===== config.mk =====
export PLATFORM = sky130hd
export DESIGN_NAME = gate_vec_gen
export DESIGN_NICKNAME = d
export VERILOG_FILES = /design/src/rtl/gate_vec_pkg.sv /design/src/rtl/lfsr_galois64.sv /design/src/rtl/gate_vec_gen.sv
export SDC_FILE = /design/constraint.sdc
export NUM_CORES = 1
export LEC_CHECK = 0
export ABC_AREA = 1
export CORE_MARGIN = 3
export CORE_UTILIZATION = 25
export CTS_BUF_LIST = sky130_fd_sc_hd__clkbuf_4 sky130_fd_sc_hd__clkbuf_8 sky130_fd_sc_hd__clkbuf_16
export DETAILED_ROUTE_END_ITERATION = 10
export GPL_TIMING_DRIVEN = 1
export PLACE_DENSITY = 0.49
export RECOVER_POWER = 25
export SYNTH_ARGS = -nofsm -noshare
export SYNTH_HDL_FRONTEND = slang
export SYNTH_HIERARCHICAL = 1
export SYNTH_SLANG_ARGS = --single-unit

===== constraint.sdc =====
create_clock -name clk -period 5.1 [get_ports clk]
set_input_delay 0.51 -clock clk [delete_from_list [all_inputs] [get_ports clk]]
set_output_delay 0.51 -clock clk [all_outputs]
set_load 0.05 [all_outputs]

===== src/rtl/gate_vec_pkg.sv =====
// Shared types and constants for the gate vector generator: FSM states,
// LFSR taps and seeds, corner-pattern count and the Galois step function.
package gate_vec_pkg;

  typedef enum logic [1:0] {
    IDLE = 2'd0,
    RUN  = 2'd1,
    DONE = 2'd2
  } vec_state_e;

  // Polynomial x^64 + x^63 + x^61 + x^60 + 1, right-shift Galois form.
  localparam logic [63:0] LFSR_TAPS = 64'hD800_0000_0000_0000;

  // Seeds must be non-zero; an all-zero Galois LFSR never leaves zero.
  localparam logic [63:0] SEED1 = 64'h0000_0000_0000_0001;
  localparam logic [63:0] SEED2 = 64'h0000_0000_0000_ACE1;
  localparam logic [63:0] SEED3 = 64'hFFFF_FFFF_FFFF_FFFF;

  localparam int N_CORNER = 4;

  // One Galois step: shift right, fold the taps in when bit 0 falls out.
  function automatic logic [63:0] lfsr_next(input logic [63:0] s);
    return (s >> 1) ^ (s[0] ? LFSR_TAPS : 64'h0);
  endfunction

endpackage


===== src/rtl/lfsr_galois64.sv =====
// 64-bit right-shift Galois LFSR. Resets to the SEED parameter, reloads
// from the seed input on load, and steps once per cycle on step.
// load has priority over step.
module lfsr_galois64
  import gate_vec_pkg::*;
#(
  parameter logic [63:0] SEED = SEED1
) (
  input  logic        clk,
  input  logic        rst_n,
  input  logic        load,
  input  logic        step,
  input  logic [63:0] seed,
  output logic [63:0] q
);

  // LFSR state register: reset to seed, reload, or advance one step.
  // NOTE: sequential state uses non-blocking (<=) so every register samples
  // pre-edge values; blocking here would create order-dependent races.
  always_ff @(posedge clk or negedge rst_n) begin
    if (!rst_n) begin
      // NOTE: the reset value is the seed, not zero, because zero is the
      // one state a Galois LFSR can never escape.
      q <= SEED;
    end else if (load) begin
      q <= seed;
    end else if (step) begin
      q <= lfsr_next(q);
    end
  end

endmodule


===== src/rtl/gate_vec_gen.sv =====
// Stimulus generator for the gate test top: presents in1/in2/in3 triples
// from three Galois LFSRs over valid/ready, num_vec vectors per start.
// Optional feature macro: GATE_VEC_CORNER_EN -- when defined, the first
// four vectors of each run are fixed corner patterns and the LFSRs hold
// during them, so vector 4 equals the seeds.
module gate_vec_gen #(
  parameter int WIDTH = 64,
  parameter int CNT_W = 16
) (
  input  logic             clk,
  input  logic             rst_n,
  input  logic             start,
  input  logic [CNT_W-1:0] num_vec,
  input  logic             ready,
  output logic             valid,
  output logic [WIDTH-1:0] in1,
  output logic [WIDTH-1:0] in2,
  output logic [WIDTH-1:0] in3,
  output logic [CNT_W-1:0] vec_idx,
  output logic             busy,
  output logic             done
);

  import gate_vec_pkg::*;

`ifdef GATE_VEC_CORNER_EN
  localparam bit CORNER_EN = 1'b1;
`else
  localparam bit CORNER_EN = 1'b0;
`endif

  vec_state_e       state;
  logic [CNT_W-1:0] num_lat;
  logic [63:0]      q1, q2, q3;
  logic [63:0]      nxt1, nxt2, nxt3;
  logic [CNT_W-1:0] nxt_idx;
  logic [WIDTH-1:0] vin1, vin2, vin3;
  logic             load, accept, step, corner_now, corner_sel;

  // Run launch and vector acceptance; valid is always high in RUN.
  assign load       = (state == IDLE) && start && (num_vec != '0);
  assign accept     = (state == RUN) && ready;
  // LFSRs hold while a corner vector is the one being accepted.
  assign corner_now = CORNER_EN && (vec_idx < CNT_W'(N_CORNER));
  assign step       = accept && !corner_now;

  lfsr_galois64 #(.SEED(SEED1)) u_lfsr1 (
    .clk(clk), .rst_n(rst_n), .load(load), .step(step), .seed(SEED1), .q(q1)
  );
  lfsr_galois64 #(.SEED(SEED2)) u_lfsr2 (
    .clk(clk), .rst_n(rst_n), .load(load), .step(step), .seed(SEED2), .q(q2)
  );
  lfsr_galois64 #(.SEED(SEED3)) u_lfsr3 (
    .clk(clk), .rst_n(rst_n), .load(load), .step(step), .seed(SEED3), .q(q3)
  );

  // Value the output registers take on load/accept: the LFSR state after
  // this edge, or a corner pattern for indices below N_CORNER.
  always_comb begin
    // NOTE: every always_comb output gets a default first so no path leaves
    // it unassigned, which would infer a latch.
    nxt_idx    = load ? '0 : vec_idx + 1'b1;
    corner_sel = CORNER_EN && (nxt_idx < CNT_W'(N_CORNER));
    nxt1       = load ? SEED1 : (step ? lfsr_next(q1) : q1);
    nxt2       = load ? SEED2 : (step ? lfsr_next(q2) : q2);
    nxt3       = load ? SEED3 : (step ? lfsr_next(q3) : q3);
    vin1       = nxt1[WIDTH-1:0];
    vin2       = nxt2[WIDTH-1:0];
    vin3       = nxt3[WIDTH-1:0];
    if (corner_sel) begin
      // Index 0..3 -> (0,0,0), (0,1,1), (1,0,0), (1,1,1) replicated.
      vin1 = {WIDTH{nxt_idx[1]}};
      vin2 = {WIDTH{nxt_idx[0]}};
      vin3 = {WIDTH{nxt_idx[0]}};
    end
  end

  // Control FSM with all outputs registered.
  always_ff @(posedge clk or negedge rst_n) begin
    if (!rst_n) begin
      state   <= IDLE;
      num_lat <= '0;
      valid   <= 1'b0;
      busy    <= 1'b0;
      done    <= 1'b0;
      in1     <= '0;
      in2     <= '0;
      in3     <= '0;
      vec_idx <= '0;
    end else begin
      done <= 1'b0;
      case (state)
        IDLE: begin
          if (load) begin
            state   <= RUN;
            num_lat <= num_vec;
            valid   <= 1'b1;
            busy    <= 1'b1;
            vec_idx <= nxt_idx;
            in1     <= vin1;
            in2     <= vin2;
            in3     <= vin3;
          end else if (start) begin
            // Zero-length run: straight to DONE, nothing issued.
            state <= DONE;
            done  <= 1'b1;
          end
        end
        RUN: begin
          if (accept) begin
            vec_idx <= nxt_idx;
            in1     <= vin1;
            in2     <= vin2;
            in3     <= vin3;
            if (vec_idx == num_lat - 1'b1) begin
              state <= DONE;
              valid <= 1'b0;
              busy  <= 1'b0;
              done  <= 1'b1;
            end
          end
        end
        DONE: begin
          state <= IDLE;
        end
        default: begin
          state <= IDLE;
          valid <= 1'b0;
          busy  <= 1'b0;
        end
      endcase
    end
  end

endmodule


* Word-level counts from Yosys, hierarchy flattened
Index checks and enable logic that the tools add are counted.
** Word-level totals
- Register bits after elaboration :: 420
- Input bits :: 20
- Output and inout bits :: 211
- Word-level logic and storage cells :: 74
** Operators by class
- $add $sub $neg :: 2
- Equal/unequal tests :: 7
- Multiplexer cells :: 39
- Bitwise gates (word level) :: 4
- Reductions and logical operators :: 11
** Operators with widths (number)
- $mux W64 :: 18
- $pmux W64 S2 :: 3
- $xor A63 B64 Y64 :: 3
- $mux W16 :: 3
- $pmux W16 S2 :: 1
- $add A16 B1 Y16 const B :: 1
- $eq A16 B16 Y1 :: 1
- $reduce_bool A16 Y1 :: 1
- $sub A16 B1 Y16 const B :: 1
- $mux W2 :: 4
- $mux W1 :: 7
- $reduce_and A3 Y1 :: 2
- $ne A2 B2 Y1 const B :: 2
- $pmux W2 S2 :: 1
- $reduce_and A4 Y1 :: 1
- $reduce_bool A2 Y1 :: 2
- $logic_and A1 B1 Y1 :: 3
- $ne A3 B3 Y1 const B :: 1
- $pmux W1 S3 :: 1
- $eq A2 B1 Y1 const B :: 1
- $eq A2 B2 Y1 const B :: 1
- $logic_not A2 Y1 :: 1
- $ne A2 B1 Y1 const B :: 1
- $pmux W1 S2 :: 1
- other kinds (2) :: 2

* Longest topological paths before layout
- Word-level depth :: 6
- Depth in mapped cells :: 16
- Mapped depth without buffers :: 16

* Cells and area by module
Netlist, hierarchy kept.
** By module, submodules not included
- gate_vec_gen :: times used 1, cells an instance 930, area each 9545.4 µm², sequential area each 5705.5 µm²
- lfsr_galois64 (u_lfsr3) :: times used 1, cells an instance 355, area each 2981.6 µm², sequential area each 1681.6 µm²
- lfsr_galois64 (u_lfsr2) :: times used 1, cells an instance 355, area each 2911.5 µm², sequential area each 1611.5 µm²
- lfsr_galois64 (u_lfsr1) :: times used 1, cells an instance 355, area each 2902.8 µm², sequential area each 1602.8 µm²

* Least setup slack after synthesis
Ideal clock, no wire load.
- Path kind :: in2reg
- Start point :: in num_vec[9]
- End point :: reg u_lfsr1.q[63]
- Setup time :: 0.068 ns
- Arrival time :: 2.015 ns
- Data required time :: 5.032 ns
- Slack :: 3.017 ns
- Stages :: 10
- Buffers on the path :: 3
- Cell sequence :: nor4_1 > nand4_1 > nand2_1 > inv_2 > buf_2 > buf_2 > nor2_4 > buf_6 > nand2_1 > nand3_1
** On the way
- Longest elaborated chain between the ends :: 3
- Elaborated cells on any way between the ends :: 4
- Those cells by class :: 1 x mux; 3 x reduce/logical
** RTL lines
- start: declaration :: line gate_vec_gen.sv:13 : input logic [CNT_W-1:0] num_vec,
- $reduce_bool A16 Y1 * :: line gate_vec_gen.sv:41 : assign load = (state == IDLE) && start && (num_vec != '0);
- $logic_and A1 B1 Y1 * :: line gate_vec_gen.sv:41
- via load :: line gate_vec_gen.sv:38 : logic load, accept, step, corner_now, corner_sel;
- $mux W64 / $reduce_bool A2 Y1 (equally long branches)
- end signal: assignment :: line lfsr_galois64.sv:28 : q <= lfsr_next(q);
- end: declaration :: line lfsr_galois64.sv:14 : output logic [63:0] q
The timed path passes the listed nets; every way through them passes the cells marked *.
A chain may end at the register's enable or synchronous reset.

* Final worst setup path
- Start point :: reg state[1]
- End point :: reg u_lfsr3.q[33]
** On the way
- Longest elaborated chain between the ends :: 4
- Elaborated cells on any way between the ends :: 7
- Those cells by class :: 1 x eq/ne; 1 x mux; 5 x reduce/logical
** RTL lines
- start: declaration :: line gate_vec_gen.sv:32 : vec_state_e state;
- start signal: assignment :: line gate_vec_gen.sv:81 : state <= IDLE;
- start signal: assignment :: line gate_vec_gen.sv:95 : state <= RUN;
- start signal: assignment :: line gate_vec_gen.sv:105 : state <= DONE;
- $logic_not A2 Y1 :: line gate_vec_gen.sv:41
- $logic_and A1 B1 Y1 (2 in series) :: line gate_vec_gen.sv:41
- $mux W64 / $reduce_bool A2 Y1 (equally long branches)
- end signal: assignment :: line lfsr_galois64.sv:28
- end: declaration :: line lfsr_galois64.sv:14
Parallel ways exist; a longest one is shown, timed or not.

==> results.ini <==
[sta]
finalHoldViolCount=0
fin_ws_ps=1840
setup_violations=0
worstMarginPinSlew_ps=2320
fin_worst_skew_ps=14.2
setup_tns_ps=0
report.final.slew_viol_count=164
period_needed_ps=3260
fmax_mhz=306
hold_slack_ps=483
slew-limit-headroom=-0.549
min_period_over_period=0.640
rsz0062_at_grt=false

[run]
drv_cap=3

[final_layout]
final_cell_mix=849 x nand2_1, 347 x dfrtp_1, 252 x nand3_1
layout.nets=2397
num_antenna_cells=0
layout.cells.most_common=nand2_1
drive_above_1_share=0.0952
final_util=0.329
area_delta_synth_final_pct=29.2

[global_routing]
grt_pass1_vias=14300
antenna_found_initial=1
overflow=0
grt_max_degree=122
grt_pass1_wl_mm=81.5
grtUsageTotal=0.129

[power_and_ir_drop]
leakagePower_uw=0.0111
irDropWorstVdd_mv=0.443
powerDensity_nw_per_um2=724

[setup_path]
critPathKind=flop to flop
r2r-end=u_lfsr3/q[33]
endpoint_kind=flop
cp.required_ps=5620
reg2reg_slack_ps=1840
r2r_start=state[1]
reg2regPathDepth=9
cp-start-kind=flop
worstPathArrival_ps=3780
cp_max_fo=96

[die]
fp.dieArea_um2=76700
start_util=0.254
die_h_um=277
die_x_um=277
top_level_ports=231
num_rows=98
coreArea_um2=72100

[detailed_routing]
drc_errors=0
top_layer=met4
vias_per_cell=4.26
ant_nets=0
num_vias=14300
wl_met3_mm=2.79
met2_length_mm=23.0
wl_per_cell_um=14.9
wirelength_mm=50.3
drt-met1-wl_mm=23.5
dr.pass1.iters=5
drtIter0Drc=838

[placed_design]
gp_congestion=0.772
place_ws_ps=1250
hpwl_mm=31.4
port_buffers=230

[outcome]
status=finished, violations left
violations=max-capacitance violations, max-slew violations

[logic_synthesis]
yosys_warnings=6
synthCells=1995
synth.top_cell.area_share=0.473
yosysUniqueCellTypes=34
synth_area_leaders=dfrtp_1 47%, nand2_1 17%, dfstp_2 10%
synth_area_per_cell_um2=9.19
ys_seq_elements=420
synthesis.area_um2=18300
ys_seq_area_frac=0.578
synth_area_leader_cell=dfrtp_1

[clock_network]
root_buffer=clkbuf_16
clkTransAtPathRegs_ps=60
numCtsBuffers=50
cts_sinks=420
h-tree-depth=2
insertion_delay_ps=590
cts-resized-gates=0
cts_buffer_depth=3
tritoncts=built

[hold_path]
hold_class=flop to flop
hold_start=in3[61]
hold_path_end=in3[61]
hold_depth=2

==> cell families after synthesis <==
group,share of synthesized area
compound gates,0.0747
fa+ha+maj,0.00136
xor+xnor,0.0167
buf+inv,0.0584
other cells,0.000409
flops,0.578
simple gates,0.270
==> synth_stat cells, drive strengths merged <==
| cell | n |
|---|---|
| a21oi | 41 |
| a22o | 113 |
| and2 | 1 |
| buf | 89 |
| clkbuf | 27 |
| conb | 2 |
| dfrtp | 347 |
| dfstp | 73 |
| ha | 2 |
| inv | 56 |
| nand2 | 857 |
| nand3 | 252 |
| nand3b | 4 |
| nand4 | 5 |
| nor2 | 47 |
| nor3 | 7 |
| nor4 | 6 |
| nor4b | 1 |
| o211ai | 3 |
| o21ai | 20 |
| o31ai | 7 |
| xnor2 | 18 |
| xor2 | 17 |
==> cell type report <==
type | count | area [um2]
timing repair buffer | 254 | 2550
tap | 950 | 1190
clock inverter | 17 | 191
inverter | 56 | 223
multi-input combinational | 1593 | 7390
clock buffer | 76 | 1550
fill | 7409 | 48400
sequential | 420 | 10600
==> stage by stage <==
step	area (um2)	cells	power [uW]
2_1_floorplan	19100	2185	11200
3_3_place_gp	22000	3272	13500
3_5_place_dp	22000	3272	13600
4_1_cts	23700	3366	17500
5_1_grt	23700	3366	18300
6_report	23700	3366	17200
==> critical path, cell delays in order, from the launching register on <==
cell	delay, ps
dfrtp_1	410
nor2_1	100
inv_1	60
nor2_1	180
nand2_2	320
inv_8	590
buf_4	660
buf_4	600
nand2_1	120
nand3_1	120
==> state kept, by name (all words and copies together) (netlist names) <==
name and count:
done 1, u_lfsr2/q 64, in2 64, state 2, in3 64, vec_idx 16
u_lfsr3/q 64, busy 1, in1 64, u_lfsr1/q 64, num_lat 16
==> worst max-delay path by stage <==
stage / startpoint / depth (start not counted) / slack (ps) / to
detailed placement: start / 9 / 1250 / u_lfsr3/q[33]
global route: rst_n / 3 / 1370 / u_lfsr1/q[19]
finish: state[1] / 9 / 1840 / u_lfsr3/q[33]
floorplan: num_vec[9] / 10 / 3020 / u_lfsr1/q[63]
global placement: start / 9 / 1290 / u_lfsr3/q[36]
CTS: state[1] / 9 / 1740 / u_lfsr3/q[33]
==> report_power, final <==
| part | total [uW] | internal (uW) | leakage [uW] | switching, uW |
|---|---|---|---|---|
| Clock | 3710 | 2250 | 0.000874 | 1460 |
| Sequential | 6080 | 4920 | 0.00516 | 1160 |
| Combinational | 7370 | 2440 | 0.00511 | 4930 |
| Total | 17200 | 9610 | 0.0111 | 7550 |
==> what timing repair did <==
item | CTS | global route
hold buffers | 1 | 0
hold endpoints to repair | 61 | 0
setup buffers | 0 | 0
==> per-layer routing <==
metal,vias to the layer above,GRT usage
met1,6898,0.175
li1,7099,-
met2,264,0.207
met3,62,0.0299
met5,-,0
met4,0,0.0339
No activity file was read; power rests on OpenSTA's default activity.
